`src/rtl/sw_edge_conditioner_if.sv`:
```
// Switch conditioner bus: raw switch pins in, clean levels and edge pulses out.
// master = the side that owns the raw pins and consumes the conditioned outputs.
// slave  = the conditioner itself.
interface sw_edge_conditioner_if #(
  parameter int N = 10
);
  logic [N-1:0] sw_raw;
  logic [N-1:0] sw_level;
  logic [N-1:0] sw_rise;
  logic [N-1:0] sw_fall;

  modport master (
    output sw_raw,
    input  sw_level,
    input  sw_rise,
    input  sw_fall
  );

  modport slave (
    input  sw_raw,
    output sw_level,
    output sw_rise,
    output sw_fall
  );
endinterface

```
`src/rtl/sw_edge_conditioner.sv`:
```
// sw_edge_conditioner: per-switch two-flop synchroniser, debouncer and
// registered rise/fall pulse generator for the password lock.
//
// Build option: define SW_DEBOUNCE_EN to build the debounce counters.
// Without it, every synchronised change is accepted on the next cycle
// (behaves as DEBOUNCE_CYCLES = 1), which suits fast simulation and
// sources that are already clean.
module sw_edge_conditioner #(
  parameter int N               = 10,
  parameter int DEBOUNCE_CYCLES = 500000,
  parameter int CNT_W           = 20
) (
  input logic                   clk,
  input logic                   rst,
  sw_edge_conditioner_if.slave  bus
);

  // Reject configurations where the counter cannot reach its terminal value.
  if (DEBOUNCE_CYCLES < 2 || (2 ** CNT_W) < DEBOUNCE_CYCLES) begin : g_bad_cfg
    $error("sw_edge_conditioner: illegal DEBOUNCE_CYCLES/CNT_W combination");
  end

  logic [N-1:0] s1;
  logic [N-1:0] s2;
  logic [N-1:0] level_q;
  logic [N-1:0] rise_q;
  logic [N-1:0] fall_q;
  logic [N-1:0] commit;   // bit accepts s2 as its new level on this edge

  // Two-flop synchroniser for the asynchronous switch pins.
  // NOTE: every clocked block uses non-blocking assignments so that s2 samples
  // the old s1, not the value written earlier in the same edge.
  always_ff @(posedge clk or posedge rst) begin
    if (rst) begin
      s1 <= '0;
      s2 <= '0;
    end else begin
      s1 <= bus.sw_raw;
      s2 <= s1;
    end
  end

`ifdef SW_DEBOUNCE_EN
  localparam logic [CNT_W-1:0] CNT_LAST = CNT_W'(DEBOUNCE_CYCLES - 1);

  logic [CNT_W-1:0] cnt_q [N];

  // A bit commits once it has disagreed with its level for the full window.
  // NOTE: the default is assigned before the loop so no path leaves commit
  // unassigned, which would otherwise infer a latch.
  always_comb begin
    commit = '0;
    for (int i = 0; i < N; i++) begin
      commit[i] = (s2[i] != level_q[i]) && (cnt_q[i] == CNT_LAST);
    end
  end

  // Per-bit stability counters: count while s2 differs, clear on agreement or commit.
  // NOTE: this array is a handful of flops, not a RAM, so it is reset like any
  // other register; an in-progress count must be discarded by rst.
  always_ff @(posedge clk or posedge rst) begin
    if (rst) begin
      for (int i = 0; i < N; i++) begin
        cnt_q[i] <= '0;
      end
    end else begin
      for (int i = 0; i < N; i++) begin
        if (s2[i] == level_q[i] || commit[i]) begin
          cnt_q[i] <= '0;
        end else begin
          cnt_q[i] <= cnt_q[i] + CNT_W'(1);
        end
      end
    end
  end
`else
  // No filtering: any synchronised difference is accepted on the next edge.
  assign commit = s2 ^ level_q;
`endif

  // Clean level plus edge pulses, all updated on the commit edge.
  always_ff @(posedge clk or posedge rst) begin
    if (rst) begin
      level_q <= '0;
      rise_q  <= '0;
      fall_q  <= '0;
    end else begin
      // A committing bit always flips, since it differed from s2.
      level_q <= level_q ^ commit;
      rise_q  <= commit & s2;
      fall_q  <= commit & ~s2;
    end
  end

  assign bus.sw_level = level_q;
  assign bus.sw_rise  = rise_q;
  assign bus.sw_fall  = fall_q;

endmodule
```
`src/flat_wrapper.sv`:
```
// flat-port wrapper written by rule: the top's interface ports become plain ports
module sw_edge_conditioner_flat 
#(
  parameter int N               = 10,
  parameter int DEBOUNCE_CYCLES = 500000,
  parameter int CNT_W           = 20
)
  (clk, rst, bus_sw_raw, bus_sw_level, bus_sw_rise, bus_sw_fall);
  sw_edge_conditioner_if #(.N(N)) bus_i ();
  input logic clk;
  input logic rst;
  input wire logic [$bits(bus_i.sw_raw)-1:0] bus_sw_raw;
  output wire logic [$bits(bus_i.sw_level)-1:0] bus_sw_level;
  output wire logic [$bits(bus_i.sw_rise)-1:0] bus_sw_rise;
  output wire logic [$bits(bus_i.sw_fall)-1:0] bus_sw_fall;
  assign bus_i.sw_raw = bus_sw_raw;
  assign bus_sw_level = bus_i.sw_level;
  assign bus_sw_rise = bus_i.sw_rise;
  assign bus_sw_fall = bus_i.sw_fall;
  sw_edge_conditioner #(.N(N), .DEBOUNCE_CYCLES(DEBOUNCE_CYCLES), .CNT_W(CNT_W)) u_core (.clk(clk), .rst(rst), .bus(bus_i));
endmodule
```
`config.mk`:
```
export PLATFORM = sky130hd
export DESIGN_NAME = sw_edge_conditioner_flat
export DESIGN_NICKNAME = d
export VERILOG_FILES = /design/src/rtl/sw_edge_conditioner_if.sv /design/src/rtl/sw_edge_conditioner.sv /design/src/flat_wrapper.sv
export SDC_FILE = /design/constraint.sdc
export NUM_CORES = 1
export LEC_CHECK = 0
export ABC_CLOCK_PERIOD_IN_PS = 1800
export BUFFER_PORTS_ARGS = -buffer_cell sky130_fd_sc_hd__buf_4
export CORE_ASPECT_RATIO = 0.7
export CORE_MARGIN = 4
export CORE_UTILIZATION = 45
export DETAILED_ROUTE_END_ITERATION = 8
export GPL_ROUTABILITY_DRIVEN = 0
export PLACE_DENSITY = 0.72
export SETUP_SLACK_MARGIN = 0.02
export SLEW_MARGIN = 10
export SYNTH_ARGS = -nofsm -noshare
export SYNTH_HDL_FRONTEND = slang
export SYNTH_SLANG_ARGS = --single-unit
```
`constraint.sdc`:
```
create_clock -name clk -period 1.8 [get_ports clk]
set_input_delay 0.54 -clock clk [delete_from_list [all_inputs] [get_ports clk]]
set_output_delay 0.54 -clock clk [all_outputs]
set_load 0.02 [all_outputs]
```
# Yosys cells after proc, flatten, opt, wreduce, memory -nomap -nowiden
# Index checks and enable logic that the tools add are counted.
[classes]
bitwise_logic = 5
[op_table]
columns = ["op", "n"]
rows = [
  ["10-bit AND", 2],
  ["10-bit XOR", 2],
  ["10-bit inverter", 1],
]
[word_totals]
inputBits = 12
regBits = 50
word_cells = 10

# Logic depth before layout (Yosys ltp)
# Gate-level depths: netlist of run 1.
[logic_depth]
depth_word = 2
depth_mapped = 3
mapped_depth_nobuf = 3

# Least setup slack after synthesis of run 1
# OpenSTA, ideal clock, no wires.
[synth_path]
path_kind = "reg2reg"
from = "register u_core.level_q[1], in the netlist u_core.bus.sw_level[1]"
to = "register u_core.level_q[1], in the netlist u_core.bus.sw_level[1]"
arrival_ns = 0.961
path_stages_with_launch = 4
period_less_slack_ns = 1.092
path_slack_ns = 0.708
path_buffers = 0
required_time_ns = 1.669
setup_time_ns = 0.131
path_cell_list = "dfrtp_1 -> inv_1 -> ha_1 -> xnor2_1"
[synth_via]
elab_chain_len = 2
[synth_rtl]
columns = ["item", "line", "rtl"]
rows = [
  ["start, declared", "sw_edge_conditioner.sv:25", "logic [N-1:0] level_q;"],
  ["start signal, assigned", "sw_edge_conditioner.sv:89", "level_q <= level_q ^ commit;"],
  ["10-bit XOR", "sw_edge_conditioner.sv:78", "assign commit = s2 ^ level_q;"],
  ["10-bit XOR (*)", "sw_edge_conditioner.sv:89", ""],
]
# Mark *: on every way between the ends. The rest lies on a longest branch, timed or not.

# Worst setup path after layout of run 1
[layout_path]
from = "register u_core.level_q[9], in the netlist u_core.bus.sw_level[9]"
to = "output port bus_sw_level[9]"
[layout_lines]
columns = ["item", "line", "rtl"]
rows = [
  ["end, declared", "flat_wrapper.sv:13", "output wire logic [$bits(bus_i.sw_level)-1:0] bus_sw_level;"],
]
# No word-level cell between the ends.

==> impl_metrics.toml, run 1 <==
[status]
status = "completed"

[setup_path]
cpLargestDelayFamily = "flip-flops"
r2r_slack_ns = 0.75
slowest_delay_ns = 0.43
reg2reg_from = "u_core.bus.sw_level[9]"
r2r_cells = 3
slowest_stage = "dfrtp_1"
worst-path-stages = 1
arrival_ns = 0.90
required_ns = 1.26
start_kind = "flip-flop"
path_buf_inv = 1
criticalPathCategory = "reg2out"
path_max_fanout = 4
end_kind = "primary output"
crit_start = "u_core.bus.sw_level[9]"
reg2reg_to = "u_core.bus.sw_level[9]"
path_cells = "buf_4"
crit_path_end = "bus_sw_level[9]"

[routing]
drcViolationCount = 0
vias_per_cell = 4.25
wl_met2_um = 1150
vias = 850
wl_um = 2300
drtIter0Drc = 17
dr.pass1.iters = 2
highest_layer = "met4"
wl_per_cell_um = 11.5
wl_met1_um = 831
ant_nets = 0
wl_met3_um = 279

[timing]
tns_ns = 0
slew_viol_final = 0
final_hold_viol_count = 0
fmax_mhz = 696
setup_viol = 0
clock_skew_ns = 0.00388
tightest_slew_ns = 0.250
post-route-min-period_ns = 1.44
rsz0062_at_grt = "false"
finalCritPeriodShare = 0.799
slew-limit-headroom = 0.833

[clocking]
clock-root-buffer = "clkbuf_8"
post_cts_buffers = 0
holdBufCountCts = 0
clk_path_buf_depth = 2
insertion_delay_ns = 0.29
clkSlewWorstSetupHoldPaths_ns = 0.07
clkSinkCount = 50
cts_buffers = 5
cts_resized = 0
htreeDepth = 2
cts_tree = "built"

[logic_synthesis]
synth_area_mm2 = 0.00167
syn_area_per_cell_um2 = 16.5
synth_seq_cells = 50
synth_cell_types = 4
yosysSeqAreaShare = 0.750
syn_nets = 133
synth_largest_area_cell = "dfrtp_1"
synth_cells = 101
synthTopCellsByArea = "dfrtp_1, ha_1, xnor2_1, inv_1"
synth_top_cell_area_share = 0.750
ys_warn_count = 0

[cells_and_area]
area_growth_pct = 28.0
n_antenna_cell = 0
final_nets = 182
drive_gt1_frac = 0.320
fin_util = 0.604
fillCellCount = 295

[die]
rows = 18
initial_core_util = 0.472
die_x_um = 80.8
ioPinCount = 42
dieArea_mm2 = 0.00476
die_height_um = 58.9
core-area_mm2 = 0.00354

[global_route]
grt_max_degree = 51
grt-ovfl-total = 0
grt_first_pass_wirelength_um = 3790
antenna_found_initial = 0
grt_pass1_vias = 866
grt_util_all_layers = 0.112

[placed_design]
portBuffers = 41
dp_hpwl_um = 1720

[power]
leakagePower_nw = 1.15
power_density_mw_per_mm2 = 1560
peakVddDrop_v = 0.000861

[min_path]
hp-class = "in2async"

[job]
max-cap-violations = 0
-- cell type report --
| type | count | area, um2 | share of cell area |
|---|---|---|---|
| flip-flops and latches | 50 | 1250 | 0.586 |
| multi-input cells | 30 | 338 | 0.158 |
| repair buffers | 42 | 328 | 0.154 |
| inverters | 21 | 78.8 | 0.0369 |
| clock buffers | 7 | 76.3 | 0.0358 |
| well taps | 50 | 62.6 | 0.0293 |
-- worst min path at each step --
| stage | startpoint | endpoint | slack, ns |
|---|---|---|---|
| 6_report | rst | u_core.bus.sw_fall[5] | 0.29 |
| 5_1_grt | rst | u_core.bus.sw_fall[5] | 0.30 |
| 4_1_cts | rst | u_core.bus.sw_level[2] | 0.28 |
| 3_5_place_dp | u_core.s1[4] | u_core.s2[4] | 0.33 |
| 3_3_place_gp | u_core.s1[5] | u_core.s2[5] | 0.33 |
| 2_1_floorplan | u_core.s1[0] | u_core.s2[0] | 0.33 |
-- per-layer routing --
metal,up-vias,GRT usage
li1,394,-
met1,419,0.115
met2,32,0.184
met3,5,0.0612
met4,0,0.0651
met5,-,0
-- where the power goes --
| group | switching [mW] | internal, mW |
|---|---|---|
| clock | 0.309 | 0.268 |
| sequential | 0.188 | 1.40 |
| combinational | 0.610 | 0.558 |
| total | 1.11 | 2.22 |
-- flip-flops by register name, summed over array words and instances (netlist names) --
name	flops
u_core.bus.sw_fall	10
u_core.bus.sw_level	10
u_core.bus.sw_rise	10
u_core.s1	10
u_core.s2	10
-- cell usage after synthesis --
library cell  instances
ha_1                 20
xnor2_1              10
inv_1                21
dfrtp_1              50
-- metrics by stage --
step	worst slack, ns	cells	total power [mW]	hold WS [ns]	instance area (um2)
floorplan	0.0588	101	2.28	0.331	1670
global placement	0.695	193	2.74	0.332	2060
detailed placement	0.673	193	2.81	0.335	2060
CTS	0.344	200	3.40	0.282	2130
global route	0.317	200	3.57	0.296	2130
finish	0.362	200	3.33	0.287	2130
-- worst register-to-register path, cell delays in order (launching register included) --
cell	delay [ns]
dfrtp_1	0.42
inv_1	0.06
ha_1	0.31
xnor2_1	0.17
-- layout by cell type, fill, tap and decap left out --
cell / n
xnor2_1: 10
clkbuf_1: 2
inv_1: 20
inv_2: 1
buf_12: 1
buf_4: 41
clkbuf_8: 5
dfrtp_1: 50
ha_1: 20
-- cell families after synthesis --
group,count (synthesis),share of synthesized area
flip-flops,50,0.750
adder cells (fa/ha/maj),20,0.150
buffers and inverters,21,0.0473
XOR/XNOR,10,0.0525
No activity file was read; power rests on OpenSTA's default activity.
==> run 2: changes to the inputs <==
ABC_CLOCK_PERIOD_IN_PS = 1200   (was 1800)
clock period = 1.2 ns   (was 1.8 ns; I/O delays follow)
==> run 2 against run 1 <==
Net effect:
- sequential cell count stayed put
- worst setup slack worse by 0.35 ns
- register-to-register slack worse by 0.64 ns
- total power is 68% higher
- critical path depth stayed put
- critical endpoint is now bus_sw_level[2]
- largest cell class unchanged
- largest power group is now combinational logic
- highest routed layer unchanged
==> impl_metrics.toml, run 2 (synthesized netlist as in run 1, its figures left out) <==
[routing]
dr.pass1.iters = 3
drtIter0Drc = 19
vias = 882
vias_per_cell = 4.22
drcViolationCount = 0
wl_per_cell_um = 11.2
ant_nets = 0
wl_um = 2350

[cells_and_area]
area_growth_pct = 39.8
final_nets = 192
final_common_cell = "dfrtp_1"
layout_common_cells = "dfrtp_1, buf_6, buf_4"
drive_gt1_frac = 0.371
fin_util = 0.660
n_antenna_cell = 0

[setup_path]
slowest_delay_ns = 0.40
slowest_stage = "dfrtp_1"
cpLargestDelayFamily = "flip-flops"
reg2reg_from = "u_core.bus.sw_level[2]"
path_buf_inv = 1
criticalPathCategory = "reg2out"
required_ns = 0.84
path_max_fanout = 2
crit_start = "u_core.bus.sw_level[2]"
path_cells = "buf_6"
r2r_slack_ns = 0.11
arrival_ns = 0.82
end_kind = "primary output"
start_kind = "flip-flop"

[clocking]
cts_buffers = 5
htreeDepth = 2
insertion_delay_ns = 0.28
clock-root-buffer = "clkbuf_8"
cts_tree = "built"
clkSinkCount = 50
clk_path_buf_depth = 2
clkSlewWorstSetupHoldPaths_ns = 0.08

[global_route]
grt_util_all_layers = 0.113
met3_usage = 0.0489
met1_usage = 0.0994
grt_max_degree = 51
gr-max-usage-layer = "met2"
grt-ovfl-total = 0
grt_pass1_vias = 991
grt_first_pass_wirelength_um = 3950
met2_usage = 0.222
antenna_found_initial = 0

[die]
die_height_um = 58.9
ioPinCount = 42
dieArea_mm2 = 0.00476
initial_core_util = 0.472
rows = 18
die_x_um = 80.8
core-area_mm2 = 0.00354

[job]
max-cap-violations = 0

[min_path]
hp-class = "in2async"

[timing]
rsz0062_at_grt = "true"
setup_viol = 0
slew_viol_final = 0
finalCritPeriodShare = 0.987
fmax_mhz = 844
tns_ns = 0
clock_skew_ns = 0.00421
final.hold.worst_slack_ns = 0.121
slew-limit-headroom = 0.831
final_hold_viol_count = 0
tightest_slew_ns = 0.253
post-route-min-period_ns = 1.18

[power]
peakVddDrop_v = 0.00112
pwr-share-comb = 0.421
power_frac_seq = 0.417
internal_power_mw = 3.82
power_mw = 5.59
power_density_mw_per_mm2 = 2400
p_switching_mw = 1.77
clock_power_share = 0.162
switching_share = 0.317
leakagePower_nw = 1.23

[placed_design]
portBuffers = 41
dp_hpwl_um = 1560

[status]
status = "completed"
run 2: cell types whose count changed in the layout (fill, tap and decap cells not counted):
cell	delta
buf_6	+30
clkbuf_8	+1
clkbuf_1	-2
buf_4	-20
inv_2	-1
clkinvlp_4	+1
run 2: metrics by stage:
stage	worst slack, ns	std cells	instance area (um2)
after global placement	0.196	193	2060
after CTS	-0.00104	209	2280
final	0.0156	209	2330
after floorplan	0.108	101	1670
after global routing	-0.0253	209	2330
after detailed placement	0.183	193	2060
run 2: repair_timing:
item | in CTS | in global routing
gates resized for setup | 16 | 14
buffers inserted | 10 | 0
setup endpoints to repair | 16 | 30
hold buffers | 0 | 0
run 2: final cells by class:
type | count | area, um2
clock buffers | 6 | 82.6
inverters | 21 | 82.6
multi-input cells | 30 | 338
well taps | 50 | 62.6
flip-flops and latches | 50 | 1250
fillers | 274 | 1200
repair buffers | 52 | 515
run 2: worst paths after layout:
| kind | end | cells past startpoint |
|---|---|---|
| min reg2reg | u_core.s2[6] | 0 |
| min | u_core.bus.sw_rise[6] | 3 |
| min in group clk | u_core.s1[5] | 1 |
| max reg2reg | u_core.bus.sw_level[2] | 4 |
| max in group asynchronous | u_core.bus.sw_level[9] | 3 |
| max | bus_sw_level[2] | 1 |
run 2: power groups by stage:
stage          clock [mW]  sequential (mW)  combinational [mW]
2_1_floorplan           0             2.85               0.569
3_3_place_gp            0             2.39                1.71
3_5_place_dp            0             2.43                1.76
4_1_cts             0.948             2.31                2.31
5_1_grt              1.02             2.38                2.57
6_report            0.908             2.33                2.35
run 2: per-layer routing:
layer  wire [um]  part of all wire  vias to the layer above
li1            -                 -                      409
met5           0                 0                        -
met1         825              0.35                      443
met2        1330              0.57                       28
met4           8            0.0034                        0
met3         184             0.078                        2
==> run 3: changes to the inputs <==
MAX_ROUTING_LAYER = met4   (was unset)
==> run 3 against run 2 <==
Net effect:
- wire length down 0.13%
- global-route usage increased by 0.35 points
- worst setup slack about the same
- non-clock buffer count stayed put
- clock skew barely moved
- final cell count unchanged
- die area unchanged
- core utilization did not move
- critical path type unchanged
- critical endpoint unchanged
==> impl_metrics.toml, run 3 (synthesized netlist as in run 1, its figures left out) <==
[die]
die_height_um = 58.9
ioPinCount = 42
rows = 18
initial_core_util = 0.472
dieArea_mm2 = 0.00476
die_x_um = 80.8
core-area_mm2 = 0.00354

[global_route]
grt_max_degree = 51
grt-ovfl-total = 0
antenna_found_initial = 0
grt_util_all_layers = 0.117
grt_first_pass_wirelength_um = 3950
grt_pass1_vias = 992

[clocking]
cts_buffers = 5
clkSinkCount = 50
clock-root-buffer = "clkbuf_8"
insertion_delay_ns = 0.28
cts_tree = "built"
htreeDepth = 2
clk_path_buf_depth = 2
clkSlewWorstSetupHoldPaths_ns = 0.08

[timing]
post-route-min-period_ns = 1.18
finalCritPeriodShare = 0.987
slew_viol_final = 0
clock_skew_ns = 0.00406
setup_viol = 0
tightest_slew_ns = 0.254
tns_ns = 0
slew-limit-headroom = 0.831
fmax_mhz = 844
rsz0062_at_grt = "true"
final_hold_viol_count = 0

[cells_and_area]
final_design_area_no_fill_mm2 = 0.00233
layout_common_cells = "dfrtp_1, buf_6, buf_4"
n_antenna_cell = 0
drive_gt1_frac = 0.371
fin_cells = 209
area_growth_pct = 39.8
final_nets = 192
final_common_cell = "dfrtp_1"

[setup_path]
required_ns = 0.84
path_cells = "buf_6"
r2r_cells = 4
end_kind = "primary output"
criticalPathCategory = "reg2out"
r2r_slack_ns = 0.11
path_max_fanout = 2
path_buf_inv = 1
slowest_stage = "dfrtp_1"
reg2reg_to = "u_core.bus.sw_level[2]"
start_kind = "flip-flop"
arrival_ns = 0.82
cpLargestDelayFamily = "flip-flops"
slowest_delay_ns = 0.40
reg2reg_from = "u_core.bus.sw_level[2]"
worst-path-stages = 1

[routing]
drtIter0Drc = 20
ant_nets = 0
drcViolationCount = 0
vias = 883
vias_per_cell = 4.22
wl_per_cell_um = 11.2
dr.pass1.iters = 3
wl_um = 2350

[status]
status = "completed"

[power]
power_mw = 5.59
power_density_mw_per_mm2 = 2400
peakVddDrop_v = 0.00112
leakagePower_nw = 1.23

[min_path]
hp-class = "in2async"

[placed_design]
dp_cells = 193
postPlaceCellArea_mm2 = 0.00206
portBuffers = 41
dp_hpwl_um = 1560

[job]
max-cap-violations = 0
==> run 3: cell counts in the layout (fill, tap and decap cells not counted) <==
No cell type changed its count.
==> run 3: worst max-delay path by stage <==
stage                                      start                      to  slack [ns]
after floorplan           u_core.bus.sw_level[1]  u_core.bus.sw_level[1]        0.11
after global placement    u_core.bus.sw_level[4]  u_core.bus.sw_level[4]        0.20
after detailed placement  u_core.bus.sw_level[5]  u_core.bus.sw_level[5]        0.18
after CTS                 u_core.bus.sw_level[4]         bus_sw_level[4]      -0.001
after global routing      u_core.bus.sw_level[3]         bus_sw_level[3]       -0.03
final                     u_core.bus.sw_level[2]         bus_sw_level[2]        0.02
==> run 3: final cells by class <==
class / instances / area [um2]
Tap cell: 50 / 62.6
Sequential cell: 50 / 1250
Fill cell: 274 / 1200
Clock buffer: 6 / 82.6
Timing Repair Buffer: 52 / 515
Multi-Input combinational cell: 30 / 338
Inverter: 21 / 82.6
==> run 3: layer usage <==
layer  vias to the layer above  GRT usage  routed length (um)
met5                         -          -                   0
met3                         2     0.0474                 182
met1                       442      0.100                 840
met2                        30      0.222                1320
met4                         0     0.0506                   8
li1                        409          -                   -
==> run 3: timing repair <==
| item | 4_1_cts | 5_1_grt |
|---|---|---|
| buffers inserted | 10 | 0 |
| gates resized for setup | 16 | 14 |
| endpoints found under the hold margin | 0 | 0 |
| endpoints found under the setup margin | 16 | 30 |
| hold buffers | 0 | 0 |
==> run 3: where the power goes <==
part	internal [mW]	switching [mW]
clock	0.445	0.464
sequential	2.10	0.230
combinational	1.27	1.08
==> run 3: per-stage QoR <==
stage / setup WS, ns / utilization / hold slack [ns]
after floorplan: 0.108 / - / 0.331
after global placement: 0.196 / 0.583 / 0.332
after detailed placement: 0.183 / 0.583 / 0.336
after CTS: -0.00104 / 0.645 / 0.132
after global routing: -0.0253 / 0.660 / 0.144
final: 0.0158 / 0.660 / 0.122
